[src/rtl/cla_seq_adder_if.sv]
// Request/result bundle for cla_seq_adder.
// Optional macro: CLA_SEQ_OVF_EN adds the signed-overflow flag ovf.
//   start  requester -> adder   request, honoured only when the adder is idle or done
//   a, b   requester -> adder   operands, captured on the accepting edge
//   c_in   requester -> adder   carry-in, captured on the accepting edge
//   busy   adder -> requester   high while nibbles are being processed
//   done   adder -> requester   one-cycle result-valid pulse
//   sum    adder -> requester   result, held until the next accepted start
//   c_out  adder -> requester   carry out of the MSB, held with sum
//   ovf    adder -> requester   signed overflow, held with sum (optional)
interface cla_seq_adder_if #(
  parameter int unsigned WIDTH = 16
);
  logic             start;
  logic [WIDTH-1:0] a;
  logic [WIDTH-1:0] b;
  logic             c_in;
  logic             busy;
  logic             done;
  logic [WIDTH-1:0] sum;
  logic             c_out;
`ifdef CLA_SEQ_OVF_EN
  logic             ovf;

  modport master (
    output start, a, b, c_in,
    input  busy, done, sum, c_out, ovf
  );

  modport slave (
    input  start, a, b, c_in,
    output busy, done, sum, c_out, ovf
  );
`else
  modport master (
    output start, a, b, c_in,
    input  busy, done, sum, c_out
  );

  modport slave (
    input  start, a, b, c_in,
    output busy, done, sum, c_out
  );
`endif
endinterface

[src/rtl/cla_seq_adder.sv]
// Multi-cycle WIDTH-bit adder: operands are latched and fed one nibble per
// clock through a single 4-bit carry-lookahead stage, with the carry registered
// between nibbles and the sum assembled in a shift register.
// Optional macro: CLA_SEQ_OVF_EN enables the registered signed-overflow output.
// Ports:
//   clk   in  rising-edge clock
//   rst   in  synchronous active-high reset
//   bus   slave side of cla_seq_adder_if (start/a/b/c_in in; busy/done/sum/c_out[/ovf] out)
module cla_seq_adder #(
  parameter int unsigned WIDTH = 16
) (
  input  logic            clk,
  input  logic            rst,
  cla_seq_adder_if.slave  bus
);

  localparam int unsigned NIBBLES = WIDTH / 4;
  localparam int unsigned CNT_W   = (NIBBLES > 1) ? $clog2(NIBBLES) : 1;

  generate
    if ((WIDTH % 4) != 0 || WIDTH < 8) begin : g_bad_width
      $error("cla_seq_adder: WIDTH must be a multiple of 4 and >= 8");
    end
  endgenerate

  typedef enum logic [1:0] {
    IDLE = 2'd0,
    RUN  = 2'd1,
    DONE = 2'd2
  } state_t;

  state_t             state;
  logic [CNT_W-1:0]   nib_cnt;
  logic [WIDTH-1:0]   a_sh;
  logic [WIDTH-1:0]   b_sh;
  logic [WIDTH-1:0]   sum_sh;
  logic               carry_q;
  logic               busy_q;
  logic               done_q;
  logic [WIDTH-1:0]   sum_q;
  logic               c_out_q;
`ifdef CLA_SEQ_OVF_EN
  logic               ovf_q;
`endif

  // 4-bit carry-lookahead stage on the current low nibble
  logic [3:0] cla_g;
  logic [3:0] cla_p;
  logic [3:0] cla_c;
  logic [3:0] cla_s;

  always_comb begin
    cla_g = a_sh[3:0] & b_sh[3:0];
    cla_p = a_sh[3:0] ^ b_sh[3:0];
    cla_c[0] = cla_g[0] | (cla_p[0] & carry_q);
    cla_c[1] = cla_g[1] | (cla_p[1] & cla_g[0]) | (cla_p[1] & cla_p[0] & carry_q);
    cla_c[2] = cla_g[2] | (cla_p[2] & cla_g[1]) | (cla_p[2] & cla_p[1] & cla_g[0])
             | (cla_p[2] & cla_p[1] & cla_p[0] & carry_q);
    cla_c[3] = cla_g[3] | (cla_p[3] & cla_g[2]) | (cla_p[3] & cla_p[2] & cla_g[1])
             | (cla_p[3] & cla_p[2] & cla_p[1] & cla_g[0])
             | (cla_p[3] & cla_p[2] & cla_p[1] & cla_p[0] & carry_q);
    cla_s = cla_p ^ {cla_c[2:0], carry_q};
  end

  // Next partial sum: new nibble enters from the MSB end
  logic [WIDTH-1:0] sum_next;
  assign sum_next = {cla_s, sum_sh[WIDTH-1:4]};

  // Control FSM with registered outputs
  always_ff @(posedge clk) begin
    if (rst) begin
      state   <= IDLE;
      nib_cnt <= '0;
      a_sh    <= '0;
      b_sh    <= '0;
      sum_sh  <= '0;
      carry_q <= 1'b0;
      busy_q  <= 1'b0;
      done_q  <= 1'b0;
      sum_q   <= '0;
      c_out_q <= 1'b0;
`ifdef CLA_SEQ_OVF_EN
      ovf_q   <= 1'b0;
`endif
    end else begin
      case (state)
        IDLE, DONE: begin
          done_q <= 1'b0;
          if (bus.start) begin
            state   <= RUN;
            busy_q  <= 1'b1;
            nib_cnt <= '0;
            a_sh    <= bus.a;
            b_sh    <= bus.b;
            carry_q <= bus.c_in;
          end else begin
            state <= IDLE;
          end
        end

        RUN: begin
          sum_sh  <= sum_next;
          carry_q <= cla_c[3];
          a_sh    <= a_sh >> 4;
          b_sh    <= b_sh >> 4;
          if (nib_cnt == CNT_W'(NIBBLES - 1)) begin
            state   <= DONE;
            busy_q  <= 1'b0;
            done_q  <= 1'b1;
            nib_cnt <= '0;
            sum_q   <= sum_next;
            c_out_q <= cla_c[3];
`ifdef CLA_SEQ_OVF_EN
            // carry into the MSB differs from carry out of it
            ovf_q   <= cla_c[2] ^ cla_c[3];
`endif
          end else begin
            nib_cnt <= nib_cnt + CNT_W'(1);
          end
        end

        default: begin
          state  <= IDLE;
          busy_q <= 1'b0;
          done_q <= 1'b0;
        end
      endcase
    end
  end

  assign bus.busy  = busy_q;
  assign bus.done  = done_q;
  assign bus.sum   = sum_q;
  assign bus.c_out = c_out_q;
`ifdef CLA_SEQ_OVF_EN
  assign bus.ovf   = ovf_q;
`endif

endmodule

[src/flat_wrapper.sv]
// flat-port wrapper written by rule: the top's interface ports become plain ports
module cla_seq_adder_flat 
#(
  parameter int unsigned WIDTH = 16
)
  (clk, rst, bus_start, bus_a, bus_b, bus_c_in, bus_busy, bus_done, bus_sum, bus_c_out);
  cla_seq_adder_if #(.WIDTH(WIDTH)) bus_i ();
  input  logic clk;
  input  logic rst;
  input wire logic [$bits(bus_i.start)-1:0] bus_start;
  input wire logic [$bits(bus_i.a)-1:0] bus_a;
  input wire logic [$bits(bus_i.b)-1:0] bus_b;
  input wire logic [$bits(bus_i.c_in)-1:0] bus_c_in;
  output wire logic [$bits(bus_i.busy)-1:0] bus_busy;
  output wire logic [$bits(bus_i.done)-1:0] bus_done;
  output wire logic [$bits(bus_i.sum)-1:0] bus_sum;
  output wire logic [$bits(bus_i.c_out)-1:0] bus_c_out;
  assign bus_i.start = bus_start;
  assign bus_i.a = bus_a;
  assign bus_i.b = bus_b;
  assign bus_i.c_in = bus_c_in;
  assign bus_busy = bus_i.busy;
  assign bus_done = bus_i.done;
  assign bus_sum = bus_i.sum;
  assign bus_c_out = bus_i.c_out;
  cla_seq_adder #(.WIDTH(WIDTH)) u_core (.clk(clk), .rst(rst), .bus(bus_i));
endmodule
[config.mk]
export PLATFORM = sky130hd
export DESIGN_NAME = cla_seq_adder_flat
export DESIGN_NICKNAME = d
export VERILOG_FILES = /design/src/rtl/cla_seq_adder_if.sv /design/src/rtl/cla_seq_adder.sv /design/src/flat_wrapper.sv
export SDC_FILE = /design/constraint.sdc
export NUM_CORES = 1
export LEC_CHECK = 0
export CAP_MARGIN = 40
export CORE_UTILIZATION = 46
export CTS_CLUSTER_DIAMETER = 50
export DETAILED_ROUTE_END_ITERATION = 12
export PLACE_DENSITY = 0.82
export SLEW_MARGIN = 20
export SYNTH_ARGS = -nofsm -noshare
export SYNTH_HDL_FRONTEND = slang
export SYNTH_SLANG_ARGS = --single-unit
[constraint.sdc]
create_clock -name clk -period 1.4 [get_ports clk]
set_clock_uncertainty 0.1 [all_clocks]
set_input_delay 0.21 -clock clk [delete_from_list [all_inputs] [get_ports clk]]
set_output_delay 0.21 -clock clk [all_outputs]
set_load 0.02 [all_outputs]
==> results by group <==
Run status
  • Status: finished with violations
  • Failing checks: setup timing

Place
  • DP HPWL: ~4500 µm
  • IO Port Bufs: 54
  • Gp weighted congestion: 0.8642
  • Pre-CTS setup slack: -0.1914 ns

Critical path
  • Crit path max fanout: 4
  • Worst setup path endpoint: u_core.bus.sum[14]
  • Beginning of the critical path: u_core.a_sh[0]
  • Worst path slowest cell: dfxtp_2
  • CP endpoint kind: flip-flop
  • Slowest stage delay, CP: 0.34 ns
  • Worst Setup Start Kind: flip-flop
  • Setup Crit Path Kind: reg2reg
  • Worst R2R Path Depth: 4
  • Crit path cell chain: ha_4, a211o_1, a21oi_2, o41ai_2
  • CP Data Arrival Time: between 1.5 and 2 ns
  • Worst R2R End: u_core.bus.sum[14]
  • Critical Path RT: ~1.5 ns
  • Worst r2r src: u_core.a_sh[0]
  • R2r setup slk: -0.009 ns

Global routing
  • First-pass GRT wire length: about 11000 µm
  • Largest net degree at the start of global routing: 32
  • Initial antenna violation count: 0
  • Vias in the first global route: 2486
  • GR Util All Layers: 23.41%
  • Global route overflow: 0

Logic synthesis
  • Mapped Cells: 323
  • Synth area leaders: dfxtp_1 49%, nor3_1 8.0%, nand2_1 7.1%, a21oi_1 6.1%, o22ai_1 5.8%
  • Asr flop ratio synth: 0%
  • Seq cells post-synth: just under 70
  • Ys Warns: 0
  • Net Count, Synth: about 370
  • Seq/Total Area, Yosys: approximately half
  • EDFF count, synth: 0
  • Top FF cell, synth: dfxtp_1
  • Synth area leader: dfxtp_1
  • Synth cell types: 37
  • Mapped Area: roughly 2800 µm²
  • Top cell type's share of synthesized area: around half
  • Avg Inst Size Synth: about 8.7 µm²

Drt
  • WL per Instance: 15.18 µm
  • Highest routed layer: met4
  • Initial DRC Count: 160
  • Routed length on met1: around 2800 µm
  • Final ANT Viol Nets: 0
  • Vias: between 2000 and 3000
  • Vias per inst: ~5.7
  • Routed WL: a little over 7000 µm
  • DRT Pass-1 Iters: 4
  • # DRC: 0
  • WL met3: 476 µm
  • Met2 WL: 3723 µm

Cells and area
  • Core Util, Final: about two thirds
  • Layout cells sized above 1: approximately a fifth
  • Most common cell after layout, fill and taps aside: dfxtp_1
  • Nets@finish: around 430
  • Most frequent cells in the layout: 56 x dfxtp_1, 53 x nand2_1, 44 x nor3_1
  • Area Overhead vs Synth: 38.14%
  • # diodes: 0

Power
  • Pwr dens: roughly 1200 nW/µm²
  • Peak VDD IR: between 0.7 and 0.8 mV
  • Pwr Total: 4.527 mW
  • Leak: approximately 1.5 nW

Clock tree
  • Clk root buf: clkbuf_8
  • CTS max path bufs: 2
  • Htree depth: 3
  • Hold_buf cts: 0
  • Worst-skew pair later-pin latency: 0.34 ns
  • Clock transition at path regs: 0.07 ns
  • TritonCTS buffer count: 9
  • CTS tree: done
  • Clock Sinks: 68

Floorplanning
  • Rows: 28
  • Top Ports: 55
  • Core ar.: about 5900 µm²
  • Die Footprint: between 6000 and 7000 µm²
  • Die Y: 80.09 µm
  • Starting Density: 47.66%
  • Die X: around 80 µm

Flow run
  • Max Cap Viol: 0

Timing
  • Max-slew violations: 0
  • Period utilisation layout: 100.7%
  • Worst slew margin: 84.05%
  • RSZ-0062 raised after global routing: yes
  • Fmax: between 700 and 800 MHz
  • Setup Viol. Count Final: 2
  • Final WS setup: -0.009468 ns
  • Fin. Hold Viols: 0
  • Final setup TNS: -0.01387 ns
  • Period minus WS final: 1.409 ns
  • Fin Hold WS: around 0.085 ns
  • Slew @ Worst Pin: ~0.24 ns

Min path
  • Worst Hold Class: in2reg
[flip-flops by register name, summed over array words and instances, names as in the netlist]
signal and flops:
u_core.sum_sh 12, u_core.bus.sum 16, u_core.bus.c_out 1, u_core.b_sh 16, u_core.nib_cnt 2, u_core.bus.done 1, u_core.bus.busy 1, u_core.carry_q 1
u_core.state 2, u_core.a_sh 16
[stage by stage]
stage	std cells	area (µm²)
6_report	468	3875
3_5_place_dp	450	3513
4_1_cts	464	3765
2_1_floorplan	323	2813
5_1_grt	468	3875
3_3_place_gp	450	3513
[worst max-delay path, delay by kind of cell, from the launching register on]
| kind | cells | cell delay (ns) |
|---|---|---|
| AOI/OAI and AO/OA | 3 | 0.61 |
| adders and majority gates | 1 | 0.25 |
| DFF | 1 | 0.34 |
[repair_timing]
action,4_1_cts,5_1_grt
setup buffers,0,2
hold endpoints to repair,0,0
setup endpoints to repair,57,34
pin swaps,5,1
gates resized for setup,35,19
gates cloned,0,2
[power by group]
group | leakage, nW | switching (mW) | internal (mW)
logic | 0.839 | 0.387 | 0.414
registers | 0.561 | 0.0854 | 2.05
clock network | 0.0983 | 0.692 | 0.898
total | 1.50 | 1.16 | 3.36
[Yosys cell counts (4+ instances only)]
library cell	instances
buf_2	10
nand3b_1	6
buf_4	8
ha_1	5
nand3_1	9
nor2_1	10
nand2_1	53
dfxtp_1	68
a21oi_1	34
clkbuf_1	6
o22ai_1	26
nor3_1	45
nand4_1	4
[per-layer routing]
metal  vias up  global-route usage [%]
met5         -                       0
met4         0                   7.679
met3         9                   8.182
met2       109                   41.11
met1      1273                   26.27
li1       1293                       -
[layout make-up]
cell class | instances | area [µm²]
Clock buffer | 12 | 155.1
Clock inverter | 2 | 35.03
Fill cell | 503 | 2011
Inverter | 3 | 11.26
Multi-Input combinational cell | 224 | 1406
Sequential cell | 68 | 1381
Tap cell | 75 | 93.84
Timing Repair Buffer | 84 | 792.0
[kinds of logic (layout without fill, tap and decap cells)]
group / Yosys count / in the layout / share of synthesized area [%]
flip-flops: 68 / 68 / 48.53
multiplexers: 4 / 4 / 1.472
AND/OR/NAND/NOR: 137 / 138 / 24.00
XOR/XNOR: 1 / 1 / 0.3123
adder cells (fa/ha/maj): 6 / 6 / 2.944
AO/OA/AOI/OAI: 75 / 75 / 16.15
buffers and inverters: 32 / 101 / 6.601
[worst min path at each step]
stage | startpoint | end | cells past startpoint
2_1_floorplan | bus_a[12] | u_core.a_sh[12] | 2
3_3_place_gp | u_core.bus.sum[7] | u_core.bus.sum[7] | 2
3_5_place_dp | u_core.sum_sh[7] | u_core.bus.sum[3] | 2
4_1_cts | rst | u_core.bus.c_out | 2
5_1_grt | rst | u_core.bus.c_out | 2
6_report | rst | u_core.bus.c_out | 2
(Power assumes the default switching activity.)
==> patch 1 (config.mk and constraints unchanged) <==
`WIDTH` is set to 16 in 3 places; all go to 8.
--- a/src/rtl/cla_seq_adder_if.sv
+++ b/src/rtl/cla_seq_adder_if.sv
@@ -11,3 +11,3 @@
 interface cla_seq_adder_if #(
-  parameter int unsigned WIDTH = 16
+  parameter int unsigned WIDTH = 8
 );
--- a/src/rtl/cla_seq_adder.sv
+++ b/src/rtl/cla_seq_adder.sv
@@ -9,3 +9,3 @@
 module cla_seq_adder #(
-  parameter int unsigned WIDTH = 16
+  parameter int unsigned WIDTH = 8
 ) (
--- a/src/flat_wrapper.sv
+++ b/src/flat_wrapper.sv
@@ -3,3 +3,3 @@
 #(
-  parameter int unsigned WIDTH = 16
+  parameter int unsigned WIDTH = 8
 )
Ports: changed (resized bus_a, bus_b and bus_sum); port bits go from 55 to 31. The function was not compared with the original's and may differ.
==> patch 1 against the unedited design <==
Power fell by 49%; sequential cell count is 33 lower; critical path type unchanged; synthesized cell count is 46% lower; setup slack worse by 0.071 ns; the run still ends with setup timing left; wire length is 45% lower; largest cell class unchanged; synthesized area shrank 45%; fmax is 4.8% lower; highest routed layer unchanged; die area fell by 44%; final area is 44% lower; clock power down 61%; global-route usage decreased by 0.87 points.
==> patch 1: results (changes against the unedited design) <==
[outcome]
status = finished, violations left  ; unchanged
violations = setup timing  ; unchanged

[cells_and_area]
final_nets = 247  ; was 432
num-fill-cells = 242  ; was 503
multi_input_area_um2 = 846  ; was 1410 µm²
drive_above_1_share_pct = 26.5  ; was 21.1%

[synthesis]
synthMuxAreaShare_pct = 1.94  ; was 1.47%
synth.avg_cell_area_um2 = 8.92  ; was 8.68 µm²
yosys-top-cells-count = 35 x dfxtp_1, 23 x nand2_1, 19 x a21oi_1  ; was 68 x dfxtp_1, 53 x nand2_1, 45 x nor3_1
async_flop_share_pct = 0  ; unchanged
synth-seq-area-share_pct = 45.4  ; was 48.5%
synth_cell_types = 40  ; was 37
synth_xor_area_share_pct = 0.567  ; was 0.312%
yosys-top-cells-area = dfxtp_1 45%, a21oi_1 6.2%, nand2_1 5.6%, nand3_1 4.2%, nor3_1 3.9%  ; was dfxtp_1 49%, nor3_1 8.0%, nand2_1 7.1%, a21oi_1 6.1%, o22ai_1 5.8%
synth-adder-area-share_pct = 4.54  ; was 2.94%
ys_warn_count = 0  ; unchanged
synth_compound_area_share_pct = 19.2  ; was 16.1%
synth_fp_nets = 198  ; was 365

[placed_design]
pre_cts_slack_ns = -0.192  ; was -0.191 ns
place.gp.congestion = 0.886  ; was 0.864
numPlacedInstances = 258  ; was 450
dp_hpwl_um = 2630  ; was 4540 µm
dpl_cell_area_um2 = 2010  ; was 3510 µm²
io_buffers = 30  ; was 54

[critical_path]
crit_start = u_core.b_sh[0]$_SDFFE_PP0P_  ; was u_core.a_sh[0]$_SDFFE_PP0P_
endpoint = u_core.bus.sum[5]$_SDFFE_PP0P_  ; was u_core.bus.sum[14]$_SDFFE_PP0P_
reg2regPathDepth = 5  ; was 4
path_max_fanout = 2  ; was 4
worstPathArrival_ns = 1.65  ; was 1.54 ns

[clock_tree]
ctsLongestPathBuffers = 2  ; unchanged
cts_setup_buffers = 0  ; unchanged
path_clk_slew_ns = 0.11  ; was 0.07 ns
cts.repair.resized = 21  ; was 35
clock_latency_ns = 0.32  ; was 0.34 ns
htree_num_levels = 2  ; was 3
cts_buffers = 5  ; was 9
clockRootBuffer = clkbuf_4  ; was clkbuf_8

[timing]
tns_ns = -0.423  ; was -0.0139 ns
layout_setup_ws_ns = -0.0806  ; was -0.00947 ns
timing.slew.headroom_pct = 74.5  ; was 84.0%
setup_violations = 9  ; was 2

[grt]
grt_max_degree = 16  ; was 32
antenna_found_initial = 0  ; unchanged
grt_pass1_wl_um = 6030  ; was 11400 µm
track_usage_pct = 22.5  ; was 23.4%
grt_pass1_vias = 1317  ; was 2486

[detailed_routing]
vias_per_cell = 5.51  ; was 5.74
dr.pass1.iters = 4  ; unchanged
drt-wirelength-per-cell_um = 14.5  ; was 15.2 µm
vias = 1472  ; was 2684

[power]
irDropWorstVdd_mv = 0.625  ; was 0.717 mV
p_leak_uw = 0.000874  ; was 0.00150 µW

patch 1: cell count changes after synthesis, sizes merged, moves of 11 or more:
cell / change
nand2: -30
o22ai: -19
dfxtp: -33
a21oi: -15
nor3: -33
buf: -11
patch 1: metal layers:
layer,up-vias,track usage [%],share of wire [%]
li1,723,-,-
met1,689,27.9,42
met2,54,36.8,51
met3,6,5.63,5.2
met4,0,9.97,1.1
met5,-,0,0
patch 1: cell type report:
| type | instances | area share (%) |
|---|---|---|
| Timing Repair Buffer | 54 | 22.2 |
| Clock buffer | 8 | 3.16 |
| Inverter | 5 | 0.861 |
| Multi-Input combinational cell | 121 | 38.8 |
| Tap cell | 44 | 2.53 |
| Sequential cell | 35 | 32.4 |
patch 1: how the worst min path moves through the flow:
stage	from	endpoint	slack [ns]	cells past startpoint
6_report	bus_b[7]	u_core.b_sh[7]$_SDFFE_PP0P_	0.33	3
2_1_floorplan	bus_a[4]	u_core.a_sh[4]$_SDFFE_PP0P_	0.25	2
3_3_place_gp	u_core.bus.done$_SDFFE_PP0P_	u_core.bus.done$_SDFFE_PP0P_	0.34	1
4_1_cts	bus_a[5]	u_core.a_sh[5]$_SDFFE_PP0P_	0.30	3
3_5_place_dp	u_core.bus.sum[0]$_SDFFE_PP0P_	u_core.bus.sum[0]$_SDFFE_PP0P_	0.35	2
5_1_grt	bus_b[7]	u_core.b_sh[7]$_SDFFE_PP0P_	0.32	3
patch 1: critical path, cell delays in order, from the launching register on:
cell     delay (ns)
dfxtp_2        0.38
inv_1          0.09
fa_2           0.39
xnor2_2        0.20
nand2_1        0.12
a21oi_2        0.14
patch 1: power by group:
part | switching (µW) | internal [µW] | total (µW)
clock | 318 | 296 | 613
combinational | 272 | 283 | 555
sequential | 52.3 | 1070 | 1120
total | 642 | 1640 | 2290
==> patch 2 (same settings) <==
Without the edit above. Encoding of `state_t`: now one-hot (3 bits for 3 states).
--- a/src/rtl/cla_seq_adder.sv
+++ b/src/rtl/cla_seq_adder.sv
@@ -25,6 +25,6 @@
 
-  typedef enum logic [1:0] {
-    IDLE = 2'd0,
-    RUN  = 2'd1,
-    DONE = 2'd2
+  typedef enum logic [2:0] {
+    IDLE = 3'b001,
+    RUN  = 3'b010,
+    DONE = 3'b100
   } state_t;
Check against the original RTL: no difference found for any inputs over 10 cycles, from zero or initial values and one cycle with rst high; not proved beyond that.
==> patch 2 against the unedited design <==
The flow still finishes with violations (setup timing); wire length increased by 83%; power increased by 11%; final cell count increased by 7.7%; setup slack got worse by 0.35 ns; sequential cell count increased by 1; final area increased by 26%; utilization increased by 22 points; synthesized area decreased by 3.5%; critical path type unchanged.
==> patch 2: results (changes against the unedited design) <==
[outcome]
status = finished, violations left  ; unchanged
violations = setup timing  ; unchanged

[grt]
track_usage_pct = 34.6  ; was 23.4%
grt_pass1_vias = 3003  ; was 2486
grt_pass1_wl_um = 15800  ; was 11400 µm

[critical_path]
reg2reg_from = u_core.b_sh[1]$_SDFFE_PP0P_  ; was u_core.a_sh[0]$_SDFFE_PP0P_
worstPathArrival_ns = 1.95  ; was 1.54 ns
r2r-end = u_core.sum_sh[15]$_SDFFE_PP0P_  ; was u_core.bus.sum[14]$_SDFFE_PP0P_

[timing]
tns_ns = -12.77  ; was -0.0139 ns
layout_setup_ws_ns = -0.356  ; was -0.00947 ns
hold_slack_ns = 0.153  ; was 0.0852 ns
setup_violations = 70  ; was 2

[cells_and_area]
drive_above_1_share_pct = 45.6  ; was 21.1%
num-fill-cells = 218  ; was 503
final_cells = 504  ; was 468

[power]
sw_frac_of_total_pct = 30.5  ; was 25.7%
irDropWorstVdd_mv = 1.12  ; was 0.717 mV

[min_path]
min_to = u_core.bus.sum[15]$_SDFFE_PP0P_  ; was u_core.bus.c_out$_SDFFE_PP0P_
worstHoldPathCells = 3  ; was 2

[synthesis]
synth_fp_nets = 368  ; was 365
synth.avg_cell_area_um2 = 8.30  ; was 8.68 µm²
yosys-top-cells-count = 74 x nand2_1, 69 x dfxtp_1, 47 x a21oi_1  ; was 68 x dfxtp_1, 53 x nand2_1, 45 x nor3_1
synth-seq-area-share_pct = 51.0  ; was 48.5%

[placed_design]
place.gp.congestion = 0.826  ; was 0.864

[detailed_routing]
dr.pass1.iters = 6  ; was 4

patch 2: metrics by stage:
stage,area (µm²),utilization [%],total power (µW)
after floorplan,2860,-,2480
after global placement,3650,65.5,2730
after detailed placement,3650,65.5,2750
after CTS,4350,78.1,4570
after global routing,4870,87.5,5150
final,4870,87.5,5030
patch 2: metal layers:
metal,part of all wire [%],GRT usage (%),vias up
li1,-,-,1326
met1,35,38.5,1596
met2,47,58.3,299
met3,10,7.01,92
met4,7.6,24.6,0
met5,0,3.64,-
patch 2: cell type report:
| cell class | instances | area, µm² | share of cell area, % |
|---|---|---|---|
| clock buffers | 10 | 138 | 2.82 |
| clock inverters | 6 | 62.6 | 1.28 |
| repair buffers | 111 | 1250 | 25.6 |
| flip-flops and latches | 69 | 1400 | 28.7 |
| inverters | 5 | 18.8 | 0.385 |
| well taps | 72 | 90.1 | 1.85 |
| multi-input cells | 231 | 1920 | 39.4 |
patch 2: worst max-delay path by stage:
stage	start	to	slack, ns
detailed placement	u_core.a_sh[2]$_SDFFE_PP0P_	u_core.bus.sum[15]$_SDFFE_PP0P_	-0.30
finish	u_core.b_sh[1]$_SDFFE_PP0P_	u_core.sum_sh[15]$_SDFFE_PP0P_	-0.36
global placement	u_core.b_sh[2]$_SDFFE_PP0P_	u_core.bus.sum[15]$_SDFFE_PP0P_	-0.26
global route	u_core.state[2]$_SDFFE_PP0P_	u_core.sum_sh[15]$_SDFFE_PP0P_	-0.41
floorplan	u_core.b_sh[1]$_SDFFE_PP0P_	u_core.bus.sum[15]$_SDFFE_PP0P_	-0.25
CTS	u_core.state[2]$_SDFFE_PP0P_	u_core.sum_sh[15]$_SDFFE_PP0P_	-0.20
patch 2: worst max-delay path: stages, from the launching register on:
cell,delay (ns)
dfxtp_4,0.38
ha_4,0.29
o21ai_2,0.08
or2_4,0.25
or4_1,0.44
nand3_1,0.15
patch 2: kinds of logic (layout without fill, tap and decap cells):
family	Yosys count	count (layout)	share of synthesized area [%]
AND/OR/NAND/NOR	139	139	22.7
AO/OA/AOI/OAI	83	83	17.8
flip-flops	69	69	51.0
buffers and inverters	26	132	4.35
adder cells (fa/ha/maj)	6	6	3.05
XOR/XNOR	3	3	0.971
patch 2: power by group through the flow:
stage / Combinational, µW / Clock, µW / Sequential [µW]
after floorplan: 329 / 0 / 2150
after global placement: 581 / 0 / 2150
after detailed placement: 597 / 0 / 2160
after CTS: 802 / 1640 / 2130
after global routing: 1170 / 1800 / 2180
final: 1120 / 1730 / 2180
patch 2: repair_timing:
action | 4_1_cts | 5_1_grt
buffers inserted | 9 | 9
setup endpoints to repair | 84 | 70
pin swaps | 18 | 46
endpoints found under the hold margin | 0 | 0
resized for setup | 91 | 102
cloned | 6 | 3
